<file path="src/rtl/universal_shift_reg.sv">
// Universal shift register: load/clear/nop in one edge, shifts and rotates
// step one bit per edge for amt edges, with a busy window and a done pulse.
module universal_shift_reg #(
  parameter int WIDTH = 8,
  parameter int AMT_W = $clog2(WIDTH)
) (
  input  logic             clk,
  input  logic             reset_n,
  input  logic             start,
  input  logic [2:0]       op,
  input  logic [AMT_W-1:0] amt,
  input  logic [WIDTH-1:0] d,
  input  logic             sin,
  output logic [WIDTH-1:0] q,
  output logic             sout,
  output logic             busy,
  output logic             done
);

  localparam logic [2:0] OP_LOAD  = 3'b000;
  localparam logic [2:0] OP_SHL   = 3'b001;
  localparam logic [2:0] OP_SHR   = 3'b010;
  localparam logic [2:0] OP_ASR   = 3'b011;
  localparam logic [2:0] OP_ROL   = 3'b100;
  localparam logic [2:0] OP_ROR   = 3'b101;
  localparam logic [2:0] OP_CLEAR = 3'b110;
  localparam logic [2:0] OP_NOP   = 3'b111;

  localparam logic [0:0] S_IDLE  = 1'b0;
  localparam logic [0:0] S_SHIFT = 1'b1;

  localparam logic [AMT_W-1:0] ONE  = AMT_W'(1);
  localparam logic [AMT_W-1:0] ZERO = '0;

  logic [0:0]       state;
  logic [AMT_W-1:0] cnt;
  logic [2:0]       op_r;
  logic [2:0]       cur_op;
  logic [WIDTH-1:0] nq;
  logic             nsout;

  assign busy = (state == S_SHIFT);

  // The accepting edge steps with the live op; later edges use the captured op.
  assign cur_op = (state == S_SHIFT) ? op_r : op;

  always_comb begin
    nq    = q;
    nsout = sout;
    case (cur_op)
      OP_SHL: begin
        nq    = {q[WIDTH-2:0], sin};
        nsout = q[WIDTH-1];
      end
      OP_SHR: begin
        nq    = {sin, q[WIDTH-1:1]};
        nsout = q[0];
      end
      OP_ASR: begin
        nq    = {q[WIDTH-1], q[WIDTH-1:1]};
        nsout = q[0];
      end
      OP_ROL: begin
        nq    = {q[WIDTH-2:0], q[WIDTH-1]};
        nsout = q[WIDTH-1];
      end
      OP_ROR: begin
        nq    = {q[0], q[WIDTH-1:1]};
        nsout = q[0];
      end
      default: begin
        nq    = q;
        nsout = sout;
      end
    endcase
  end

  always_ff @(posedge clk or negedge reset_n) begin
    if (!reset_n) begin
      q     <= '0;
      sout  <= 1'b0;
      done  <= 1'b0;
      cnt   <= ZERO;
      op_r  <= OP_NOP;
      state <= S_IDLE;
    end else begin
      done <= 1'b0;
      case (state)
        S_IDLE: begin
          if (start) begin
            op_r <= op;
            case (op)
              OP_LOAD: begin
                q    <= d;
                done <= 1'b1;
              end
              OP_CLEAR: begin
                q    <= '0;
                done <= 1'b1;
              end
              OP_NOP: begin
                done <= 1'b1;
              end
              default: begin
                if (amt == ZERO) begin
                  done <= 1'b1;
                  cnt  <= ZERO;
                end else begin
                  q    <= nq;
                  sout <= nsout;
                  cnt  <= amt - ONE;
                  if (amt == ONE) begin
                    done <= 1'b1;
                  end else begin
                    state <= S_SHIFT;
                  end
                end
              end
            endcase
          end
        end
        S_SHIFT: begin
          q    <= nq;
          sout <= nsout;
          cnt  <= cnt - ONE;
          if (cnt == ONE) begin
            state <= S_IDLE;
            done  <= 1'b1;
          end
        end
        default: begin
          state <= S_IDLE;
        end
      endcase
    end
  end

endmodule

</file>
<file path="config.mk">
export PLATFORM = sky130hd
export DESIGN_NAME = universal_shift_reg
export DESIGN_NICKNAME = d
export VERILOG_FILES = /design/src/rtl/universal_shift_reg.sv
export SDC_FILE = /design/constraint.sdc
export NUM_CORES = 1
export LEC_CHECK = 0
export ABC_AREA = 1
export CORE_ASPECT_RATIO = 1.75
export CORE_UTILIZATION = 50
export DETAILED_ROUTE_END_ITERATION = 8
export GPL_TIMING_DRIVEN = 0
export PLACE_DENSITY_LB_ADDON = 0.05
export SETUP_SLACK_MARGIN = 0.1
export SLEW_MARGIN = 20
export SYNTH_ARGS = -nofsm -noshare
export SYNTH_HDL_FRONTEND = slang
export SYNTH_SLANG_ARGS = --single-unit
</file>
<file path="constraint.sdc">
create_clock -name clk -period 1.7 [get_ports clk]
set_clock_uncertainty 0.1 [all_clocks]
set_input_delay 0.425 -clock clk [delete_from_list [all_inputs] [get_ports clk]]
set_output_delay 0.425 -clock clk [all_outputs]
set_load 0.1 [all_outputs]
</file>
==> results of run 1 <==
layer usage:
metal | vias up | part of all wire [%] | routed length, um
li1 | 683 | - | -
met1 | 653 | 35 | 1264
met2 | 59 | 56 | 2045
met3 | 19 | 4.6 | 169
met4 | 0 | 4.5 | 165
met5 | - | 0 | 0
placed cells by master (no fill, tap or decap), types with 3 or more instances in the layout:
master            n
nand2_2          11
nand3_2           4
a21oi_1           4
clkdlybuf4s50_1  11
dfrtp_1          13
inv_2             7
clkbuf_8          3
nand4_1           5
buf_4            23
o21ai_1           6
nand2_4           9
dfstp_2           3
nor2_1            6
ha_1              3
inv_1            17
nand3_1           9
nor2_4            3
nand2_1          59
dlygate4sd2_1     4
flip-flops by register name, summed over array words and instances (netlist names):
signal	count
q	8
cnt	3
op_r	3
busy	1
done	1
sout	1
how the worst min path moves through the flow:
stage	start	cells after the start	slack, ns	to
floorplan	reset_n	0	0.03	cnt[0]
global placement	q[6]	2	0.39	q[6]
detailed placement	op_r[1]	2	0.40	op_r[1]
CTS	op_r[1]	2	0.41	op_r[1]
global route	op[2]	3	0.39	op_r[2]
finish	op[2]	3	0.37	op_r[2]
critical path, stage by stage (launching register included):
cell and delay (ns):
dfrtp_4 0.49, buf_12 0.15, o21ai_2 0.25, nand2_4 0.10
nand3_4 0.14, nand2_1 0.07, nand2_1 0.07, nand2_1 0.07
nand2_1 0.09, a21oi_2 0.05
through the flow:
| stage | setup TNS [ns] | setup slack, ns | area, um2 | util [%] | std cells |
|---|---|---|---|---|---|
| 2_1_floorplan | -0.1102 | -0.05223 | 1304 | - | 183 |
| 4_1_cts | 0 | 0.05423 | 1814 | 73.68 | 253 |
| 3_3_place_gp | -8.282 | -0.4388 | 1617 | 65.65 | 237 |
| 3_5_place_dp | -9.357 | -0.4934 | 1617 | 65.65 | 237 |
| 5_1_grt | -0.4288 | -0.08409 | 1899 | 77.13 | 258 |
| 6_report | -0.01679 | -0.01679 | 1899 | 77.13 | 258 |
what timing repair did:
| action | in CTS | in global routing |
|---|---|---|
| setup endpoints to repair | 25 | 19 |
| setup buffers | 12 | 5 |
| pin swaps | 20 | 8 |
| gates resized for setup | 102 | 19 |
final cells by class:
| cell class | count | area, um2 | area share (%) |
|---|---|---|---|
| repair buffers | 45 | 372.9 | 19.63 |
| well taps | 26 | 32.53 | 1.713 |
| flip-flops and latches | 17 | 432.9 | 22.79 |
| clock buffers | 3 | 41.29 | 2.174 |
| inverters | 26 | 112.6 | 5.929 |
| plain buffers | 2 | 40.04 | 2.108 |
| clock inverters | 1 | 5.005 | 0.2635 |
| multi-input cells | 138 | 862.1 | 45.39 |
cells by family (layout without fill, tap and decap cells):
| group | Yosys count | count (layout) | synth area share [%] |
|---|---|---|---|
| adders and majority gates | 4 | 4 | 3.861 |
| xor gates and xnor gates | 1 | 1 | 0.6758 |
| buffers and inverters | 28 | 77 | 10.52 |
| DFF | 17 | 17 | 33.11 |
| AOI/OAI and AO/OA | 23 | 23 | 12.07 |
| and+or+nand+nor | 110 | 110 | 39.77 |
==> impl_results.md, run 1 <==
- Share of post-route cells with drive strength above 1: 37.07%
- Final antenna-violating net count: 0
- Avg Inst Size Synth: 7.083 um2
- Async S/R FF share, synth: 100.0%
- Tot GR Track Use: about 29%
- Routed WL: between 3000 and 4000 um
- CP startpoint: busy
- First-pass GRT wire length: 6058 um
- GP Congestion: about 0.76
- Top cells by area, synth: dfrtp_1 27%, nand2_1 20%, inv_1 6.4%
- P&R area growth vs syn: 46.52%
- CTS Buf Count: 3
- GRT met3 Usage: ~2.6%
- Critical path data required time: 1.74 ns
- Synth cell types: 30
- # H-tree levels: 1
- Vias in the first global route: approximately 1.5k
- Slew @ Worst Pin: about 0.84 ns
- Cell taking the most area after synthesis: dfrtp_1
- Post-synth EDFFs: 0
- Hold_ws: ~0.37 ns
- Fmax: about 580 MHz
- Antenna violations before repair: 0
- Starting Density: between 50% and 60%
- DRT iter0 DRCs: 37
- Slew margin rel.: a little over two fifths
- Final WS setup: -0.01679 ns
- Met1 GRT Util: roughly a third
- Core box area: around 2500 um2
- Seq/Total Area, Yosys: 33.11%
- Nets: 255
- Gr ovfl total: 0
- Cell Area, Synth: approximately 1300 um2
- Clock-pin slew on the worst setup and hold paths: approximately 0.07 ns
- Clk buf depth: 2
- FF-to-FF setup slack: -0.02 ns
- Reg2reg end: q[7]
- Die outline area: 2808 um2
- Syn. warnings: 0
- Rows: 24
- Clock sinks: 17
- WP data arrival: ~1.8 ns
- #FFs+latches synth: 17
- GR Layer Usage met2: roughly 53%
- Hold Path Class: in2reg
- # port buffers: 28
- CP endpoint kind: flop
- Clk_lat worst skew: ~0.26 ns
- N_diodes: 0
- Chip Height: around 70 um
- Period utilisation layout: 101.0%
- Post-synth net total: 205
- Unrepaired setup endpoints after global routing: true
- Top FF cell, synth: dfrtp_1
- Most common cell in the synthesized netlist: nand2_1
- Failing checks: negative setup slack
- Vias after detailed routing: approximately 1.4k
- Tmin final: about 1.7 ns
- Grt peak-use layer: met2
- Max Slew Vio Count: 0
- Startpoint types: flop
- HPWL after DPL: around 2400 um
- Worst r2r src: busy
- Top cell type's share of synthesized area: roughly 27%
- CP endpoint: q[7]
- Num ports: 29
- Cells after Synth: about 180
- DRC violations left: 0
- Endpoints failing setup: 1
- Drt pass-1 iters: 4
- CTS tree: done
- # fillers: ~180
- Largest fanout on the critical path: 8
- Status: finished with violations
- Wire per inst: ~14 um
- CTS root buf: clkbuf_8
- Commonest cells in the synthesized netlist: 68 x nand2_1, 22 x inv_1, 14 x dfrtp_1
- Crit Path Class: reg2reg
- Largest net degree at the start of global routing: 18
- Maxcap violations: 0
- Post-CTS Hold Fix Bufs: 0
- Die width: between 40 and 50 um
- Vias/cell: 5.481
- Final Hold Vio Count: 0
- Worst R2R Path Depth: 9
Power of run 1 is not shown: default switching activity piles up to over one toggle a cycle in this logic, so the estimate is an artifact.
==> inputs of run 2 (changes only) <==
--- a/config.mk
+++ b/config.mk
@@ -6,11 +6,12 @@
 export NUM_CORES = 1
 export LEC_CHECK = 0
 export ABC_AREA = 1
-export CORE_ASPECT_RATIO = 1.75
+export CAP_MARGIN = 10
+export CORE_ASPECT_RATIO = 1.25
 export CORE_UTILIZATION = 50
 export DETAILED_ROUTE_END_ITERATION = 8
 export GPL_TIMING_DRIVEN = 0
-export PLACE_DENSITY_LB_ADDON = 0.05
+export PLACE_DENSITY = 0.91
 export SETUP_SLACK_MARGIN = 0.1
 export SLEW_MARGIN = 20
 export SYNTH_ARGS = -nofsm -noshare
==> run 2 against run 1 <==
  * The flow now finishes without violations
  * Count of clock-buffer cells in the layout is the same
  * Routed wire length grew 0.41%
  * Hold slack gained 0.037 ns
  * Global-route usage shrank 5.8 points
  * Register-to-register slack gained 0.02 ns
  * Fmax grew 1.1%
  * Die area shrank 0.25%
  * Sequential share of layout area is essentially flat
  * Design area grew 0.40%
  * Cell count shrank 0.78%
  * Via count shrank 1.1%
==> impl_results.md, run 2 (synthesized netlist as in run 1, its figures left out) <==
- Largest register by flop count: q (unchanged)
- P&R area growth vs syn: 47.10% (was 46.52%)
- # port buffers: 28 (unchanged)
- Met1 GRT Util: 30.37% (was 31.45%)
- Period utilisation layout: 99.93% (was 101.0%)
- Maxcap violations: 0 (unchanged)
- Largest net degree at the start of global routing: 18 (unchanged)
- Drt pass-1 iters: 4 (unchanged)
- Die outline area: 2801 um2 (was 2808 um2)
- Crit Path Class: reg2reg (unchanged)
- WP data arrival: 1.86 ns (was 1.76 ns)
- Antenna violations before repair: 0 (unchanged)
- Gr ovfl total: 0 (unchanged)
- Rows: 20 (was 24)
- Vias/cell: 5.465 (was 5.481)
- Status: complete, no violations (was finished with violations)
- CTS Buf Count: 3 (unchanged)
- Num ports: 29 (unchanged)
- Post-CTS Hold Fix Bufs: 0 (unchanged)
- GP Congestion: 0.8398 (was 0.7557)
- Endpoints failing setup: 0 (was 1)
- Die width: 47.54 um (was 40.49 um)
- Number of flip-flops under the largest register name: 8 (unchanged)
- Tmin final: 1.699 ns (was 1.717 ns)
- Hold Path Class: reg2reg (was in2reg)
- Vias in the first global route: 1,201 (was 1,474)
- Final Hold Vio Count: 0 (unchanged)
- Area of placed instances: 1625 um2 (was 1617 um2)
- Grt peak-use layer: met2 (unchanged)
- # H-tree levels: 1 (unchanged)
- CP endpoint kind: flop (unchanged)
- Clk_lat worst skew: 0.31 ns (was 0.26 ns)
- Commonest non-fill, non-tap cells in the layout: 52 x nand2_1, 20 x inv_1, 18 x nand2_2 (was 59 x nand2_1, 23 x buf_4, 17 x inv_1)
- Clk buf depth: 2 (unchanged)
- Final instance area: 1907 um2 (was 1899 um2)
- Tot GR Track Use: 23.71% (was 29.47%)
- DRC violations left: 0 (unchanged)
- CTS root buf: clkbuf_4 (was clkbuf_8)
- Nets: 246 (was 255)
- Largest fanout on the critical path: 5 (was 8)
- Clock-pin slew on the worst setup and hold paths: 0.11 ns (was 0.07 ns)
- Vias after detailed routing: 1,399 (was 1,414)
- CTS tree: done (unchanged)
- HPWL after DPL: 2158 um (was 2428 um)
- Final antenna-violating net count: 0 (unchanged)
- Clock sinks: 17 (unchanged)
- N_diodes: 0 (unchanged)
- Startpoint types: flop (unchanged)
- Biggest regs: q x8, cnt x3, op_r x3 (unchanged)
- Share of post-route cells with drive strength above 1: 36.77% (was 37.07%)
- First-pass GRT wire length: 4836 um (was 6058 um)
- Critical path data required time: 1.86 ns (was 1.74 ns)
- Slew margin rel.: 46.22% (was 43.89%)
- Wire per inst: 14.29 um (was 14.12 um)
- Core box area: 2452 um2 (was 2462 um2)
- Fmax: 588.6 MHz (was 582.5 MHz)
- Starting Density: 52.86% (was 52.64%)
- GR Layer Usage met2: 39.14% (was 52.91%)
- Routed WL: 3659 um (was 3644 um)
- Slew @ Worst Pin: 0.8041 ns (was 0.8390 ns)
- Unrepaired setup endpoints after global routing: true (unchanged)
- GRT met3 Usage: 2.761% (was 2.564%)
- Commonest non-fill, non-tap cell in the layout: nand2_1 (unchanged)
- Chip Height: 58.93 um (was 69.36 um)
- DRT iter0 DRCs: 63 (was 37)
- Max Slew Vio Count: 0 (unchanged)
## run 2: changes by cell type in the layout (fill, tap and decap cells not counted), sizes merged
cell,before,now
clkbuf,5,4
inv,26,25
clkdlybuf4s15,1,2
buf,29,20
clkinv,1,2
dlygate4sd2,4,3
dlymetal6s2s,0,1
## run 2: repair_timing
item | CTS | global route
pin swaps | 3 | 10
setup endpoints to repair | 24 | 15
gates resized for setup | 80 | 47
setup buffers | 3 | 4
cloned | 0 | 1
## run 2: critical path, cell delays in order, from the launching register on
cell	delay (ns)
dfrtp_4	0.53
buf_8	0.15
clkinv_8	0.06
buf_12	0.11
nand2_8	0.05
nand2_4	0.07
nand2_2	0.05
nand2_2	0.07
nand2_4	0.07
inv_4	0.09
nand2_1	0.07
a31o_1	0.17
nand2_1	0.05
## run 2: final timing paths
kind                       depth (start not counted)       to  slack (ns)     from
setup / recovery                                  12     q[3]       0.001     busy
hold / removal                                     2  op_r[2]        0.41  op_r[2]
setup reg to reg                                  12     q[3]       0.001     busy
hold reg to reg                                    2  op_r[2]        0.41  op_r[2]
max in group asynchronous                          1     busy        0.45  reset_n
min in group asynchronous                          1     q[5]        0.46  reset_n
## run 2: final cells by class
type	instances	area (um2)
fillers	176	545.5
clock buffers	3	22.52
inverters	26	120.1
clock inverters	1	5.005
well taps	33	41.29
repair buffers	36	346.6
flip-flops and latches	17	434.2
plain buffers	2	35.03
multi-input cells	138	902.1
## run 2: through the flow
| stage | setup slack [ns] | setup TNS (ns) | hold WS, ns | cells | utilization [%] |
|---|---|---|---|---|---|
| final | 0.001126 | 0 | 0.4073 | 256 | 77.76 |
| after global routing | -0.05480 | -0.2493 | 0.4429 | 256 | 77.76 |
| after CTS | 0.04848 | 0 | 0.4097 | 251 | 67.91 |
| after detailed placement | -0.4738 | -9.076 | 0.3943 | 244 | 66.28 |
| after global placement | -0.4157 | -8.392 | 0.3864 | 244 | 66.28 |
| after floorplan | -0.05223 | -0.1102 | 0.02941 | 183 | - |
## run 2: routing by layer
metal	share of wire (%)	vias to the layer above
met5	0	-
met4	2.8	0
met3	4.1	15
met2	52	58
met1	41	656
li1	-	670
Power of run 2 is left out for the same reason.
==> inputs of run 3 (changes only) <==
--- a/config.mk
+++ b/config.mk
@@ -9,6 +9,7 @@
 export CAP_MARGIN = 10
 export CORE_ASPECT_RATIO = 1.25
 export CORE_UTILIZATION = 50
+export CTS_CLUSTER_DIAMETER = 200
 export DETAILED_ROUTE_END_ITERATION = 8
 export GPL_TIMING_DRIVEN = 0
 export PLACE_DENSITY = 0.91
==> results of run 3 <==
Same layout as run 2: the final DEF is identical, and so are final timing and power.
Power of run 3 is left out for the same reason.
